==> config.mk <==
export PLATFORM = sky130hd
export DESIGN_NAME = bus_cycle_control
export DESIGN_NICKNAME = d
export VERILOG_FILES = /design/src/rtl/bus_cycle_control.sv
export SDC_FILE = /design/constraint.sdc
export NUM_CORES = 1
export LEC_CHECK = 0
export BUFFER_PORTS_ARGS = -buffer_cell sky130_fd_sc_hd__buf_4
export CORE_UTILIZATION = 38
export CTS_CLUSTER_SIZE = 40
export DETAILED_ROUTE_END_ITERATION = 12
export PLACE_DENSITY = 0.67
export RECOVER_POWER = 100
export SLEW_MARGIN = 0
export SYNTH_ARGS = -nofsm -noshare
export SYNTH_HDL_FRONTEND = slang
export SYNTH_SLANG_ARGS = --single-unit
export TNS_END_PERCENT = 5
==> constraint.sdc <==
create_clock -name clock -period 1.95 [get_ports clock]
set_clock_uncertainty 0.05 [all_clocks]
set_input_delay 0 -clock clock [delete_from_list [all_inputs] [get_ports clock]]
set_output_delay 0 -clock clock [all_outputs]
set_load 0.01 [all_outputs]
==> src/rtl/bus_cycle_control.sv <==
// Bus cycle sequencer: per-class wait states, DSACK sized to port width, external-ready
// handshake for slot/Ethernet devices, timeout/unmapped BERR and the sticky vector_fetched flag.
module bus_cycle_control #(
  parameter int WAIT_ROM      = 3,
  parameter int WAIT_WORD     = 1,
  parameter int WAIT_BYTE     = 4,
  parameter int WAIT_LONG     = 0,
  parameter int TIMEOUT       = 255,
  parameter int VECTOR_CYCLES = 4,
  parameter int DEV_W         = 4,
  parameter int PW_W          = 2
) (
  input  logic             clock,
  input  logic             reset_n,
  input  logic             as,
  input  logic             function_normal,
  input  logic [DEV_W-1:0] device_selected,
  input  logic [PW_W-1:0]  port_width,
  input  logic             ext_ack,
  output logic [1:0]       dsack,
  output logic             berr,
  output logic             device_strobe,
  output logic             vector_fetched
);

  localparam logic [DEV_W-1:0] DEVICE_NULL       = 4'd0;
  localparam logic [DEV_W-1:0] DEVICE_ROM        = 4'd1;
  localparam logic [DEV_W-1:0] DEVICE_RAM        = 4'd2;
  localparam logic [DEV_W-1:0] DEVICE_REGISTER8  = 4'd3;
  localparam logic [DEV_W-1:0] DEVICE_REGISTER32 = 4'd4;
  localparam logic [DEV_W-1:0] DEVICE_QUART      = 4'd5;
  localparam logic [DEV_W-1:0] DEVICE_SLOT0      = 4'd6;
  localparam logic [DEV_W-1:0] DEVICE_SLOT1      = 4'd7;
  localparam logic [DEV_W-1:0] DEVICE_SLOT2      = 4'd8;
  localparam logic [DEV_W-1:0] DEVICE_SLOT3      = 4'd9;
  localparam logic [DEV_W-1:0] DEVICE_ETH        = 4'd10;

  localparam logic [PW_W-1:0] PORT_WIDTH_NULL = 2'b00;
  localparam logic [PW_W-1:0] PORT_WIDTH_BYTE = 2'b01;
  localparam logic [PW_W-1:0] PORT_WIDTH_WORD = 2'b10;
  localparam logic [PW_W-1:0] PORT_WIDTH_LONG = 2'b11;

  localparam logic [7:0] TO_LAST  = 8'(TIMEOUT - 1);
  localparam logic [2:0] VEC_DONE = 3'(VECTOR_CYCLES);

  typedef enum logic [1:0] {
    ST_IDLE = 2'b00,
    ST_WAIT = 2'b01,
    ST_ACK  = 2'b10,
    ST_BERR = 2'b11
  } state_t;

  state_t      state_r, state_s;
  logic [3:0]  wait_cnt_r, wait_cnt_s;
  logic [7:0]  to_cnt_r, to_cnt_s;
  logic [2:0]  vec_cnt_r, vec_cnt_s;
  logic        vf_r, vf_s;
  logic [1:0]  dsack_r, dsack_s;
  logic        berr_r, berr_s;
  logic        strobe_r, strobe_s;
  logic        ext_dev_s;
  logic        ack_ready_s;

  // ROM (including boot-mapped ROM) has its own wait class regardless of port width
  function automatic logic [3:0] wait_load(input logic [DEV_W-1:0] dev,
                                           input logic [PW_W-1:0] pw);
    logic [3:0] w;
    if (dev == DEVICE_ROM) begin
      w = 4'(WAIT_ROM);
    end else begin
      case (pw)
        PORT_WIDTH_BYTE: w = 4'(WAIT_BYTE);
        PORT_WIDTH_WORD: w = 4'(WAIT_WORD);
        PORT_WIDTH_LONG: w = 4'(WAIT_LONG);
        default:         w = 4'd0;
      endcase
    end
    return w;
  endfunction

  function automatic logic [1:0] dsack_encode(input logic [PW_W-1:0] pw);
    logic [1:0] d;
    case (pw)
      PORT_WIDTH_BYTE: d = 2'b01;
      PORT_WIDTH_WORD: d = 2'b10;
      PORT_WIDTH_LONG: d = 2'b11;
      default:         d = 2'b00;
    endcase
    return d;
  endfunction

  // Completion qualifier: wait states spent, external ready for slot/Ethernet, mapped port
  always_comb begin
    ext_dev_s = 1'b0;
    case (device_selected)
      DEVICE_SLOT0, DEVICE_SLOT1, DEVICE_SLOT2, DEVICE_SLOT3, DEVICE_ETH: ext_dev_s = 1'b1;
      default: ext_dev_s = 1'b0;
    endcase
    ack_ready_s = (wait_cnt_r == 4'd0) && (!ext_dev_s || ext_ack) &&
                  (port_width != PORT_WIDTH_NULL);
  end

  // Next-state and next-output logic; outputs are registered from these values
  always_comb begin
    state_s    = state_r;
    wait_cnt_s = wait_cnt_r;
    to_cnt_s   = to_cnt_r;
    vec_cnt_s  = vec_cnt_r;
    vf_s       = vf_r;
    dsack_s    = 2'b00;
    berr_s     = 1'b0;
    strobe_s   = 1'b0;
    case (state_r)
      ST_IDLE: begin
        if (as && function_normal) begin
          state_s    = ST_WAIT;
          wait_cnt_s = wait_load(device_selected, port_width);
          to_cnt_s   = 8'd0;
          strobe_s   = 1'b1;
        end else begin
          state_s = ST_IDLE;
        end
      end
      ST_WAIT: begin
        wait_cnt_s = (wait_cnt_r == 4'd0) ? 4'd0 : (wait_cnt_r - 4'd1);
        to_cnt_s   = to_cnt_r + 8'd1;
        if (!as) begin
          state_s = ST_IDLE;
        end else if (ack_ready_s) begin
          // ACK has priority over a timeout falling due on the same edge
          state_s  = ST_ACK;
          dsack_s  = dsack_encode(port_width);
          strobe_s = 1'b1;
        end else if (to_cnt_r == TO_LAST) begin
          state_s = ST_BERR;
          berr_s  = 1'b1;
        end else begin
          state_s  = ST_WAIT;
          strobe_s = 1'b1;
        end
      end
      ST_ACK: begin
        if (!as) begin
          state_s = ST_IDLE;
          if (!vf_r) begin
            vec_cnt_s = vec_cnt_r + 3'd1;
            vf_s      = (vec_cnt_s == VEC_DONE);
          end else begin
            vec_cnt_s = vec_cnt_r;
          end
        end else begin
          state_s  = ST_ACK;
          dsack_s  = dsack_r;
          strobe_s = 1'b1;
        end
      end
      ST_BERR: begin
        if (!as) begin
          state_s = ST_IDLE;
        end else begin
          state_s = ST_BERR;
          berr_s  = 1'b1;
        end
      end
      default: begin
        state_s = ST_IDLE;
      end
    endcase
  end

  // State, counters and registered outputs
  always_ff @(posedge clock or negedge reset_n) begin
    if (!reset_n) begin
      state_r    <= ST_IDLE;
      wait_cnt_r <= 4'd0;
      to_cnt_r   <= 8'd0;
      vec_cnt_r  <= 3'd0;
      vf_r       <= 1'b0;
      dsack_r    <= 2'b00;
      berr_r     <= 1'b0;
      strobe_r   <= 1'b0;
    end else begin
      state_r    <= state_s;
      wait_cnt_r <= wait_cnt_s;
      to_cnt_r   <= to_cnt_s;
      vec_cnt_r  <= vec_cnt_s;
      vf_r       <= vf_s;
      dsack_r    <= dsack_s;
      berr_r     <= berr_s;
      strobe_r   <= strobe_s;
    end
  end

  assign dsack          = dsack_r;
  assign berr           = berr_r;
  assign device_strobe  = strobe_r;
  assign vector_fetched = vf_r;

endmodule

==> impl_metrics.json <==
{
  "ys_ff_latch": 22,
  "status": "finished clean",
  "final-setup-viol-count": 0,
  "drv_cap": 0,
  "fillers": 263,
  "cts_tree": "done",
  "diodes": 0,
  "route.vias.total": 986,
  "syn_inst": 120,
  "pre_cts_slack_ns": 0.392,
  "cts_buffers": 3,
  "cp.buffers_inverters": 0,
  "grt_pass1_vias": 1047,
  "synth_flop_cell": "dfrtp_1",
  "start_util_pct": 41.3,
  "path_clk_slew_ns": 0.12,
  "crit_family": "compound AO/OA/AOI/OAI gates",
  "fp.dieW_um": 57.5,
  "antenna_found_initial": 0,
  "min_period_ns": 1.60,
  "critPathLaunchType": "register",
  "whs_path_depth": 5,
  "routed_wirelength_mm": 2.47,
  "post_cts_buffers": 0,
  "htreeDepth": 1,
  "min-delay-start": "function_normal",
  "synth_edf_count": 0,
  "critPathKind": "reg2reg",
  "reg2regPathDepth": 3,
  "io_buffers": 15,
  "worstSkewPairLatency_ns": 0.31,
  "cts_root_buffer": "clkbuf_4",
  "initialDrtViolationCount": 37,
  "worstPathCellList": "nor4_4 > o311ai_1 > o31a_1",
  "synth_most_common_cell": "dfrtp_1",
  "ant_nets": 0,
  "syn-num-nets": 135,
  "synthTopCellsByArea": "dfrtp_1, nand2_1, o21ai_0",
  "yosys.area.top_type": "dfrtp_1",
  "hold_path_end": "device_strobe",
  "dieArea_um2": 3300,
  "critical_path_required_ns": 2.11,
  "max_freq_mhz": 627,
  "finalMaxSlewViolations": 0,
  "tightest_slew_ns": 1.19,
  "grt_max_degree": 23,
  "place_congestion": 0.755,
  "fin_crit_sh_pct": 81.8,
  "leakagePower_nw": 0.624,
  "core_um2": 2830,
  "hpwl_mm": 1.83,
  "use_met1_pct": 21.2,
  "swShare_pct": 35.8,
  "drive_above_1_share_pct": 12.5,
  "via_per_inst": 5.63,
  "slowest_stage": "dfrtp_1",
  "fin_ws_ns": 0.354,
  "drcViolationCount": 0,
  "grtUsageMet3_pct": 3.63,
  "peakVddDrop_mv": 0.552,
  "overflow": 0,
  "ioPinCount": 16,
  "slew_headroom_pct": 20.9,
  "clock_sinks": 22,
  "synth_cell_types": 39,
  "synth_top_area_share_pct": 47.1,
  "rsz0062_at_grt": "false",
  "synth_area_per_cell_um2": 9.74,
  "end_kind": "register",
  "nets": 160,
  "firstDrtPassIters": 4,
  "seqPwrFrac_pct": 50.7,
  "r2r_end": "berr",
  "netlist_area_um2": 1170,
  "worstReg2RegStart": "wait_cnt_r[0]",
  "reg2reg_slack_ns": 0.35,
  "critPathMaxStageDelay_ns": 0.47,
  "synthArstFlopShare_pct": 100,
  "grt.total_usage_pct": 17.5,
  "die_y_um": 57.5,
  "power_density_nw_per_um2": 965,
  "comb_power_share_pct": 30.3,
  "yosys_warnings": 0,
  "cts_buffer_depth": 2,
  "syn2layout_area_growth_pct": 18.5,
  "yosysSeqAreaShare_pct": 47.1,
  "clkPwrFrac_pct": 19.0,
  "fin_setup_tns_ns": 0,
  "hold_viol_final": 0,
  "path_max_fanout": 6,
  "grt_pass1_wl_mm": 4.44,
  "synth_common_cells": "dfrtp_1, nand2_1, o21ai_0",
  "intPower_mw": 0.858,
  "min-delay-path-class": "in2reg",
  "cp.arrival_ns": 1.75,
  "power_switching_mw": 0.479,
  "wl_per_cell_um": 14.1,
  "fp-row-count": 19,
  "grt_busiest_layer": "met2",
  "grtUsageMet2_pct": 30.1
}
power by group through the flow:
stage | registers, mW | logic (mW) | clock network [mW]
finish | 0.677 | 0.405 | 0.254
global route | 0.696 | 0.467 | 0.282
detailed placement | 0.684 | 0.427 | 0
global placement | 0.676 | 0.401 | 0
CTS | 0.675 | 0.438 | 0.266
floorplan | 0.667 | 0.289 | 0
kinds of logic after synthesis:
logic type,Yosys count,synth area share [%]
compound gates,31,18.3
mux,2,1.82
fa+ha+maj,4,4.28
xor+xnor,5,3.75
simple gates,47,21.6
buf+inv,9,3.10
flops,22,47.1
worst min-delay path, cell delays in order:
cell and delay, ns:
buf_4 0.09, nor2_1 0.03, nor3_1 0.13, a31oi_1 0.06
o31ai_1 0.06
sequential cells by signal, indices dropped and copies added (netlist names):
register / count
to_cnt_r: 8
wait_cnt_r: 4
vec_cnt_r: 3
dsack: 2
state_r: 2
berr: 1
device_strobe: 1
vector_fetched: 1
repair_timing:
action	in CTS	in global routing
setup endpoints to repair	0	0
gates resized for setup	0	0
hold endpoints to repair	27	0
hold buffers	6	0
area by class of cell:
class	count	area, um2	share of cell area [%]
multi-input cells	89	572	41.3
flip-flops and latches	22	551	39.7
repair buffers	23	165	11.9
well taps	31	38.8	2.80
clock buffers	4	36.3	2.62
inverters	6	22.5	1.63
metal layers:
| layer | vias up | wire (um) | part of all wire [%] |
|---|---|---|---|
| li1 | 486 | - | - |
| met1 | 466 | 1140 | 46 |
| met2 | 30 | 1200 | 48 |
| met3 | 4 | 98 | 4.0 |
| met4 | 0 | 36 | 1.5 |
| met5 | - | 0 | 0 |
worst max path at each step:
| stage | from | to | slack [ns] | cells after the start |
|---|---|---|---|---|
| finish | wait_cnt_r[0] | berr | 0.35 | 3 |
| global placement | state_r[0] | vec_cnt_r[1] | 0.46 | 3 |
| CTS | state_r[0] | vec_cnt_r[1] | 0.37 | 3 |
| detailed placement | state_r[0] | vec_cnt_r[1] | 0.39 | 3 |
| floorplan | state_r[0] | vec_cnt_r[1] | 0.53 | 3 |
| global route | state_r[0] | vec_cnt_r[1] | 0.25 | 3 |
cells in the final DEF, fill, tap and decap left out, types with 2 or more instances in the layout:
cell           synthesis  final
clkbuf_1               1      6
nand2_1               15     15
dfrtp_1               22     22
o32ai_1                3      3
nor3_1                 3      3
o21ai_0               11     12
nor2_1                 9     10
buf_4                  0     11
a21oi_1                4      4
o31ai_1                3      3
clkbuf_4               0      3
nand3_1                5      5
inv_1                  6      6
ha_1                   4      4
nand4_1                3      3
nor2b_1                2      2
nand2b_1               2      2
xor2_1                 3      3
dlygate4sd3_1          0      6
xnor2_1                2      2
stage by stage:
step | utilization, % | instance area [um2] | power, mW | instances | hold WS (ns)
after floorplan | - | 1170 | 0.956 | 120 | -0.346
after global routing | 49.0 | 1390 | 1.45 | 175 | 0.114
after CTS | 50.1 | 1420 | 1.38 | 175 | 0.0337
after detailed placement | 46.7 | 1320 | 1.11 | 165 | -0.142
final | 49.0 | 1390 | 1.34 | 175 | 0.0543
after global placement | 46.7 | 1320 | 1.08 | 165 | -0.143
Power figures use the tool's default switching activity.
